### config.mk
export PLATFORM = sky130hd
export DESIGN_NAME = trans_mem_uart_tx
export DESIGN_NICKNAME = d
export VERILOG_FILES = /design/src/rtl/trans_mem_uart_tx.sv
export SDC_FILE = /design/constraint.sdc
export NUM_CORES = 1
export LEC_CHECK = 0
export CAP_MARGIN = 30
export CORE_ASPECT_RATIO = 1.25
export CORE_UTILIZATION = 45
export DETAILED_ROUTE_END_ITERATION = 16
export GPL_TIMING_DRIVEN = 0
export PLACE_DENSITY = 0.69
export SLEW_MARGIN = 20
export SYNTH_ARGS = -nofsm -noshare
export SYNTH_HDL_FRONTEND = slang
export SYNTH_SLANG_ARGS = --single-unit
### constraint.sdc
create_clock -name clock -period 6.1 [get_ports clock]
set_input_delay 1.22 -clock clock [delete_from_list [all_inputs] [get_ports clock]]
set_output_delay 1.22 -clock clock [all_outputs]
set_load 0.02 [all_outputs]
### src/rtl/trans_mem_uart_tx.sv
// Drains transmit memories 1 then 2 through their read ports and serialises
// each byte as UART 8N1 (LSB first); pulses done after the last stop bit.
module trans_mem_uart_tx #(
    parameter int unsigned CLKS_PER_BIT = 868,
    parameter int unsigned WORDS        = 16
) (
    input  logic       clock,
    input  logic       reset,
    input  logic       start,
    output logic [3:0] Trans_Mem1_ADDRB,
    output logic       Trans_Mem1_RENB,
    input  logic [7:0] Trans_Mem1_DOUTB,
    output logic [3:0] Trans_Mem2_ADDRB,
    output logic       Trans_Mem2_RENB,
    input  logic [7:0] Trans_Mem2_DOUTB,
    output logic       tx,
    output logic       busy,
    output logic       done,
    output logic [2:0] tx_state
);

    localparam int unsigned       BAUD_W    = $clog2(CLKS_PER_BIT);
    localparam logic [BAUD_W-1:0] BAUD_LAST = BAUD_W'(CLKS_PER_BIT - 1);
    localparam logic [3:0]        WORD_LAST = 4'(WORDS - 1);

    typedef enum logic [2:0] {
        S_IDLE  = 3'd0,
        S_READ  = 3'd1,
        S_LOAD  = 3'd2,
        S_START = 3'd3,
        S_DATA  = 3'd4,
        S_STOP  = 3'd5,
        S_DONE  = 3'd6
    } state_t;

    state_t              state_q,    state_d;
    logic                mem_sel_q,  mem_sel_d;
    logic [3:0]          word_idx_q, word_idx_d;
    logic [7:0]          shift_q,    shift_d;
    logic [2:0]          bit_idx_q,  bit_idx_d;
    logic [BAUD_W-1:0]   baud_cnt_q, baud_cnt_d;
    logic [3:0]          addr1_q,    addr1_d;
    logic [3:0]          addr2_q,    addr2_d;
    logic                ren1_q,     ren1_d;
    logic                ren2_q,     ren2_d;
    logic                tx_q,       tx_d;
    logic                busy_q,     busy_d;
    logic                done_q,     done_d;
    logic                baud_end;

    // Outputs are registered from the next-state values so they line up with the state they belong to.
    always_comb begin
        state_d    = state_q;
        mem_sel_d  = mem_sel_q;
        word_idx_d = word_idx_q;
        shift_d    = shift_q;
        bit_idx_d  = bit_idx_q;
        baud_cnt_d = baud_cnt_q;
        addr1_d    = addr1_q;
        addr2_d    = addr2_q;
        baud_end   = (baud_cnt_q == BAUD_LAST);

        case (state_q)
            S_IDLE: begin
                if (start) begin
                    mem_sel_d  = 1'b0;
                    word_idx_d = 4'd0;
                    state_d    = S_READ;
                end
            end
            S_READ: state_d = S_LOAD;
            S_LOAD: begin
                shift_d    = mem_sel_q ? Trans_Mem2_DOUTB : Trans_Mem1_DOUTB;
                baud_cnt_d = '0;
                bit_idx_d  = 3'd0;
                state_d    = S_START;
            end
            S_START: begin
                baud_cnt_d = baud_cnt_q + 1'b1;
                if (baud_end) begin
                    baud_cnt_d = '0;
                    state_d    = S_DATA;
                end
            end
            S_DATA: begin
                baud_cnt_d = baud_cnt_q + 1'b1;
                if (baud_end) begin
                    baud_cnt_d = '0;
                    shift_d    = {1'b0, shift_q[7:1]};
                    bit_idx_d  = bit_idx_q + 3'd1;
                    if (bit_idx_q == 3'd7) begin
                        state_d = S_STOP;
                    end
                end
            end
            S_STOP: begin
                baud_cnt_d = baud_cnt_q + 1'b1;
                if (baud_end) begin
                    baud_cnt_d = '0;
                    if (word_idx_q < WORD_LAST) begin
                        word_idx_d = word_idx_q + 4'd1;
                        state_d    = S_READ;
                    end else if (!mem_sel_q) begin
                        mem_sel_d  = 1'b1;
                        word_idx_d = 4'd0;
                        state_d    = S_READ;
                    end else begin
                        state_d = S_DONE;
                    end
                end
            end
            S_DONE:  state_d = S_IDLE;
            default: state_d = S_IDLE;
        endcase

        ren1_d = (state_d == S_READ) && !mem_sel_d;
        ren2_d = (state_d == S_READ) &&  mem_sel_d;
        if (ren1_d) addr1_d = word_idx_d;
        if (ren2_d) addr2_d = word_idx_d;

        case (state_d)
            S_START: tx_d = 1'b0;
            S_DATA:  tx_d = shift_d[0];
            default: tx_d = 1'b1;
        endcase
        busy_d = (state_d != S_IDLE);
        done_d = (state_d == S_DONE);
    end

    always_ff @(posedge clock) begin
        if (reset) begin
            state_q    <= S_IDLE;
            mem_sel_q  <= 1'b0;
            word_idx_q <= 4'd0;
            shift_q    <= 8'd0;
            bit_idx_q  <= 3'd0;
            baud_cnt_q <= '0;
            addr1_q    <= 4'd0;
            addr2_q    <= 4'd0;
            ren1_q     <= 1'b0;
            ren2_q     <= 1'b0;
            tx_q       <= 1'b1;
            busy_q     <= 1'b0;
            done_q     <= 1'b0;
        end else begin
            state_q    <= state_d;
            mem_sel_q  <= mem_sel_d;
            word_idx_q <= word_idx_d;
            shift_q    <= shift_d;
            bit_idx_q  <= bit_idx_d;
            baud_cnt_q <= baud_cnt_d;
            addr1_q    <= addr1_d;
            addr2_q    <= addr2_d;
            ren1_q     <= ren1_d;
            ren2_q     <= ren2_d;
            tx_q       <= tx_d;
            busy_q     <= busy_d;
            done_q     <= done_d;
        end
    end

    assign Trans_Mem1_ADDRB = addr1_q;
    assign Trans_Mem1_RENB  = ren1_q;
    assign Trans_Mem2_ADDRB = addr2_q;
    assign Trans_Mem2_RENB  = ren2_q;
    assign tx               = tx_q;
    assign busy             = busy_q;
    assign done             = done_q;
    assign tx_state         = state_q;

endmodule

==> impl_results.md <==
* Outcome: finished, final reports clean
* Initial DRC count at 132
* Gpl congestion at 0.919
* Antenna violations before repair at 0
* Placed cells at 349
* WL/cell at 14.3 um
* GRT Util Overall at 0.208
* Final core utilization at 0.574
* Setup TNS at 0 ns
* Port bufs at 34
* Critical Path End Type: flop
* RR Startpoint: word_idx_q[0]
* Yosys reg bits at 42
* Layout cell share with drive strength beyond 1 at 0.0707
* Die height at 80.0 um
* Clock Skews at 0.00961 ns
* PwrDens at 210 nW/um^2
* Async SR Flop Fraction at 0
* Cts hold-fix bufs at 0
* Area of the mapped netlist at 2190 sq um
* RSZ-0062 raised after global routing: no
* Die Width at 64.4 um
* Reg-to-reg setup timing slack at 3.51 ns
* Via count at 2075
* Worst Setup Start Kind: primary input
* Pre-CTS WS at 3.00 ns
* Top-count cell post-synth: dfxtp_1
* WS Path Type: in -> reg
* GRT overflow at 0
* Post-synth EDFFs at 0
* Initial Utilization at 0.466
* Largest area contributor in the netlist: dfxtp_1
* Syn Inst Count at 255
* # nets final at 319
* Final ANT Viol Nets at 0
* Largest cells by area after synthesis: dfxtp_1 38%, nor2_1 6.3%, mux2i_1 5.9%
* Max Cap Viol at 0
* Critical R2R Capture: Trans_Mem2_ADDRB[2]
* Clock Pin Slew Worst Setup and Hold Paths at 0.07 ns
* CTS H-tree lvls at 2
* Vias per cell at 5.81
* Fmax at 353 MHz
* Worst Setup EP: Trans_Mem2_ADDRB[2]
* Number of buffers created by CTS at 5
* Final hold viol count at 0
* Worst-margin pin slew at 0.717 ns
* Syn nets at 278
* Clock Path Buffers at 2
* Vias in the first global route at 1762
* Reg2reg path depth at 7
* IO Count at 35
* Num rows at 28
* Fin crit period at 2.83 ns
* Synth Flop Type: dfxtp_1
* Crit share post-route at 0.464
* Largest net degree at the start of global routing at 13
* Critical path arrival at 3.01 ns
* Finished Layout Cells at 357
* Diode count at 0
* Post-CTS setup buffer count at 0
* Synth warn at 0
* Final Worst Setup Slack at 3.27 ns
* Syn Area/Cell at 8.58 sq um
* Worst EP required at 6.28 ns
* Max-slew violations at 0
* Hold WC Path Type: reg -> reg
* Setup Viol. Count Final at 0
* Most instantiated cells after synthesis: 42 x dfxtp_1, 37 x nor2_1, 19 x nand2_1
* First-pass DRT Iterations at 6
* LEAKAGE at 1.00 nW
* Library cells used by synthesis at 53
* Clk sinks at 42
* Core Area at 4690 sq um
* # DRC at 0
* CTS tree: done
* Routed WL at 5110 um
* Final hold slack at 0.462 ns
* CP Max Fanout at 5
* Post_cts resized at 0
* Root Buffer: clkbuf_8
* Syn-to-layout area delta at 23.2%
* Slew Limit Headroom at 0.522
* First-pass GRT wire length at 8230 um
* Yosys top cell area share at 0.384
* DIE AREA at 5150 sq um
* Worst setup startpoint: start
* Clock Latency Late Sink at 0.29 ns
* Hpwl dp at 3670 um
* Sequential fraction of the synthesis area at 0.384
* VDD IR max at 0.000156 V
-- critical path, cell delays in order --
cell	delay (ns)
clkdlybuf4s50_1	0.58
a221oi_1	0.13
and3_1	0.25
or3_1	0.36
buf_2	0.17
mux2_4	0.29
-- per-layer routing --
metal	routed length (um)	GRT usage
met2	2480	0.342
met4	129	0.109
met5	0	0
met1	2310	0.255
met3	192	0.0386
-- state kept, by name, indices dropped and copies added, names as in the netlist, 3 cells and up --
name / cells
shift_q: 8
word_idx_q: 4
Trans_Mem1_ADDRB: 4
Trans_Mem2_ADDRB: 4
bit_idx_q: 3
baud_cnt_q: 10
tx_state: 3
-- where the power goes --
group | internal [W] | total (W) | switching [W]
Sequential | 0.000282 | 0.000286 | 0.00000352
Combinational | 0.0000403 | 0.0000952 | 0.0000550
Clock | 0.0000914 | 0.000184 | 0.0000931
Total | 0.000414 | 0.000565 | 0.000152
-- worst min path at each step --
stage,end,slack [ns],start,cells past startpoint
after floorplan,bit_idx_q[1],0.44,bit_idx_q[1],2
after global placement,bit_idx_q[1],0.44,bit_idx_q[1],2
after detailed placement,Trans_Mem2_ADDRB[1],0.45,Trans_Mem2_ADDRB[1],2
after CTS,Trans_Mem2_ADDRB[1],0.46,Trans_Mem2_ADDRB[1],2
after global routing,Trans_Mem2_ADDRB[1],0.49,Trans_Mem2_ADDRB[1],2
final,Trans_Mem2_ADDRB[1],0.46,Trans_Mem2_ADDRB[1],2
-- final cells by class --
| type | count | area [sq um] |
|---|---|---|
| repair buffers | 34 | 340 |
| clock inverters | 1 | 5.00 |
| clock buffers | 7 | 86.3 |
| inverters | 5 | 18.8 |
| plain buffers | 15 | 65.1 |
| flip-flops and latches | 42 | 841 |
| multi-input cells | 193 | 1260 |
| well taps | 60 | 75.1 |
| fillers | 449 | 2000 |
-- per-stage QoR --
stage | instance area, sq um | total power, W
6_report | 2700 | 0.000565
5_1_grt | 2700 | 0.000595
4_1_cts | 2700 | 0.000570
3_5_place_dp | 2600 | 0.000386
3_3_place_gp | 2600 | 0.000386
2_1_floorplan | 2190 | 0.000351
-- cells by family after synthesis --
family / share of synthesized area
AOI/OAI and AO/OA: 0.186
xor gates and xnor gates: 0.0320
adders and majority gates: 0.0229
buffers and inverters: 0.0383
DFF: 0.384
muxes: 0.0715
and+or+nand+nor: 0.265
-- cell usage in the layout (no fill, tap or decap), types with 3 or more instances in the layout --
cell type         n
nor3_1            4
a21oi_1          13
buf_1             3
o21ai_0           8
nand2_1          19
nand3_1          11
clkbuf_8          6
clkbuf_1          6
nor2_1           37
and3b_1           3
nor4_1            4
ha_1              4
nor2b_1           8
xor2_1            6
clkdlybuf4s50_1  34
dfxtp_1          42
and3_1            3
inv_1             5
a221oi_1         10
nand4_1           7
buf_2             7
mux2i_1          13
No activity file was read; power rests on OpenSTA's default activity.
==> RTL edit, RTL diff (same settings) <==
Put one more register stage on the output `tx`. The value now appears one clock later. The other outputs are not delayed to match.
--- a/src/rtl/trans_mem_uart_tx.sv
+++ b/src/rtl/trans_mem_uart_tx.sv
@@ -163,7 +163,9 @@
     assign Trans_Mem1_RENB  = ren1_q;
     assign Trans_Mem2_ADDRB = addr2_q;
     assign Trans_Mem2_RENB  = ren2_q;
-    assign tx               = tx_q;
+    always_ff @(posedge clock) begin
+        tx <= tx_q;
+    end
     assign busy             = busy_q;
     assign done             = done_q;
     assign tx_state         = state_q;
Behaviour: not the same (Yosys sat finds a counterexample within 4 cycles, from zero or initial values and one cycle with reset high).
==> RTL edit against the original RTL <==
- the run now ends with DRC left
- synthesized cell count grew 0.39%
- via count shrank 0.82%
- sequential cell count grew 1
- sequential power grew 2%
- combinational power is essentially flat
- largest power group unchanged
- sequential share of layout area is essentially flat
- worst hold slack lost 130 ps
- worst setup slack gained 8.2 ps
- count of clock-buffer cells in the layout shrank 2
- final area grew 2.4%
- power grew 15%
- critical path type unchanged
- synthesized area grew 0.91%
- routed wire length grew 2.3%
==> RTL edit: results <==
finish:
  fill_cells: 458
  instances_no_fill: 358
  fin_nets: 320
  drive_gt1_share_pct: 7.38
  design_area_um2: 2760
place:
  place.gp.congestion: 0.835
  dp_hpwl_um: 3790
  dp.cells: 350
  pre_cts_ws_ps: 2970
  place_area_um2: 2620
logic_synthesis:
  syn_nets: 279
  synth_commonest_cells: "dfxtp_1 (43), nor2_1 (37), nand2_1 (19)"
  synth_mux_area_share_pct: 7.08
  yosys.area_share.adder_pct: 2.27
  synth_seq_area_share_pct: 39.0
  synth-compound-area-share_pct: 18.4
  synth_xor_area_share_pct: 3.17
  syn_avg_cell_area_um2: 8.63
  synth_area_leaders: "dfxtp_1 (39%), nor2_1 (6.3%), mux2i_1 (5.9%)"
routing:
  dr.pass1.iters: 10
  wl_per_cell_um: 14.6
  met2_length_um: 2610
  drc: 1
  m1WireLength_um: 2350
  drtIter0Drc: 97
  via_count: 2058
  wl_met3_um: 183
power:
  p_clk_share_pct: 40.5
  swShare_pct: 24.4
  powerSeq_mw: 0.293
  peakVddDrop_mv: 0.187
  p_leak_nw: 1.03
  p_int_mw: 0.493
setup_path:
  regToRegSetupSlack_ps: 3520
  r2r-start: "word_idx_q[0]"
  path_delay_family: "buffers and inverters"
  rr_worst_depth: 7
  slowest_delay_ps: 580
status:
  violations: "DRC"
  outcome: "complete, but fails checks"
grt:
  grt_use_met1_pct: 26.5
  use_met2_pct: 37.5
  grt_pass1_vias: 1930
  grtUsageMet3_pct: 3.84
  grt_start_max_net_pins: 15
  gr-usage-all-layers_pct: 21.8
  grt_pass1_wl_um: 8710
hold_path:
  holdPathEnd: "tx"
  worstHoldStart: "tx_q"
  whs_path_depth: 0
cts:
  clkTransAtPathRegs_ps: 90
sta:
  finClkSkew_ps: 12.1
  hold_slack_ps: 333
  relSlewSlack_pct: 51.3
-- RTL edit: cell count changes in the layout (fill, tap and decap cells not counted) --
cell,unedited run,this run
bufinv_16,0,2
clkbuf_8,6,5
clkbuf_1,6,5
dfxtp_1,42,43
clkinvlp_4,0,1
clkinv_2,1,0
-- RTL edit: cell type report --
cell class                      count  share of cell area (%)
Multi-Input combinational cell    193                    45.8
Sequential cell                    43                    31.2
Timing Repair Buffer               34                    12.3
Tap cell                           60                    2.72
Clock buffer                        5                    2.49
Clock inverter                      3                    2.45
Buffer                             15                    2.36
Inverter                            5                   0.680
-- RTL edit: worst max-delay path by stage --
stage	start	to	slack, ps	cells after the start
after floorplan	start	Trans_Mem2_ADDRB[2]	3680	5
after global placement	start	Trans_Mem2_ADDRB[2]	2970	6
after detailed placement	start	Trans_Mem2_ADDRB[2]	2970	6
after CTS	start	Trans_Mem2_ADDRB[2]	3290	6
after global routing	start	Trans_Mem2_ADDRB[2]	3200	6
final	start	Trans_Mem2_ADDRB[2]	3280	6
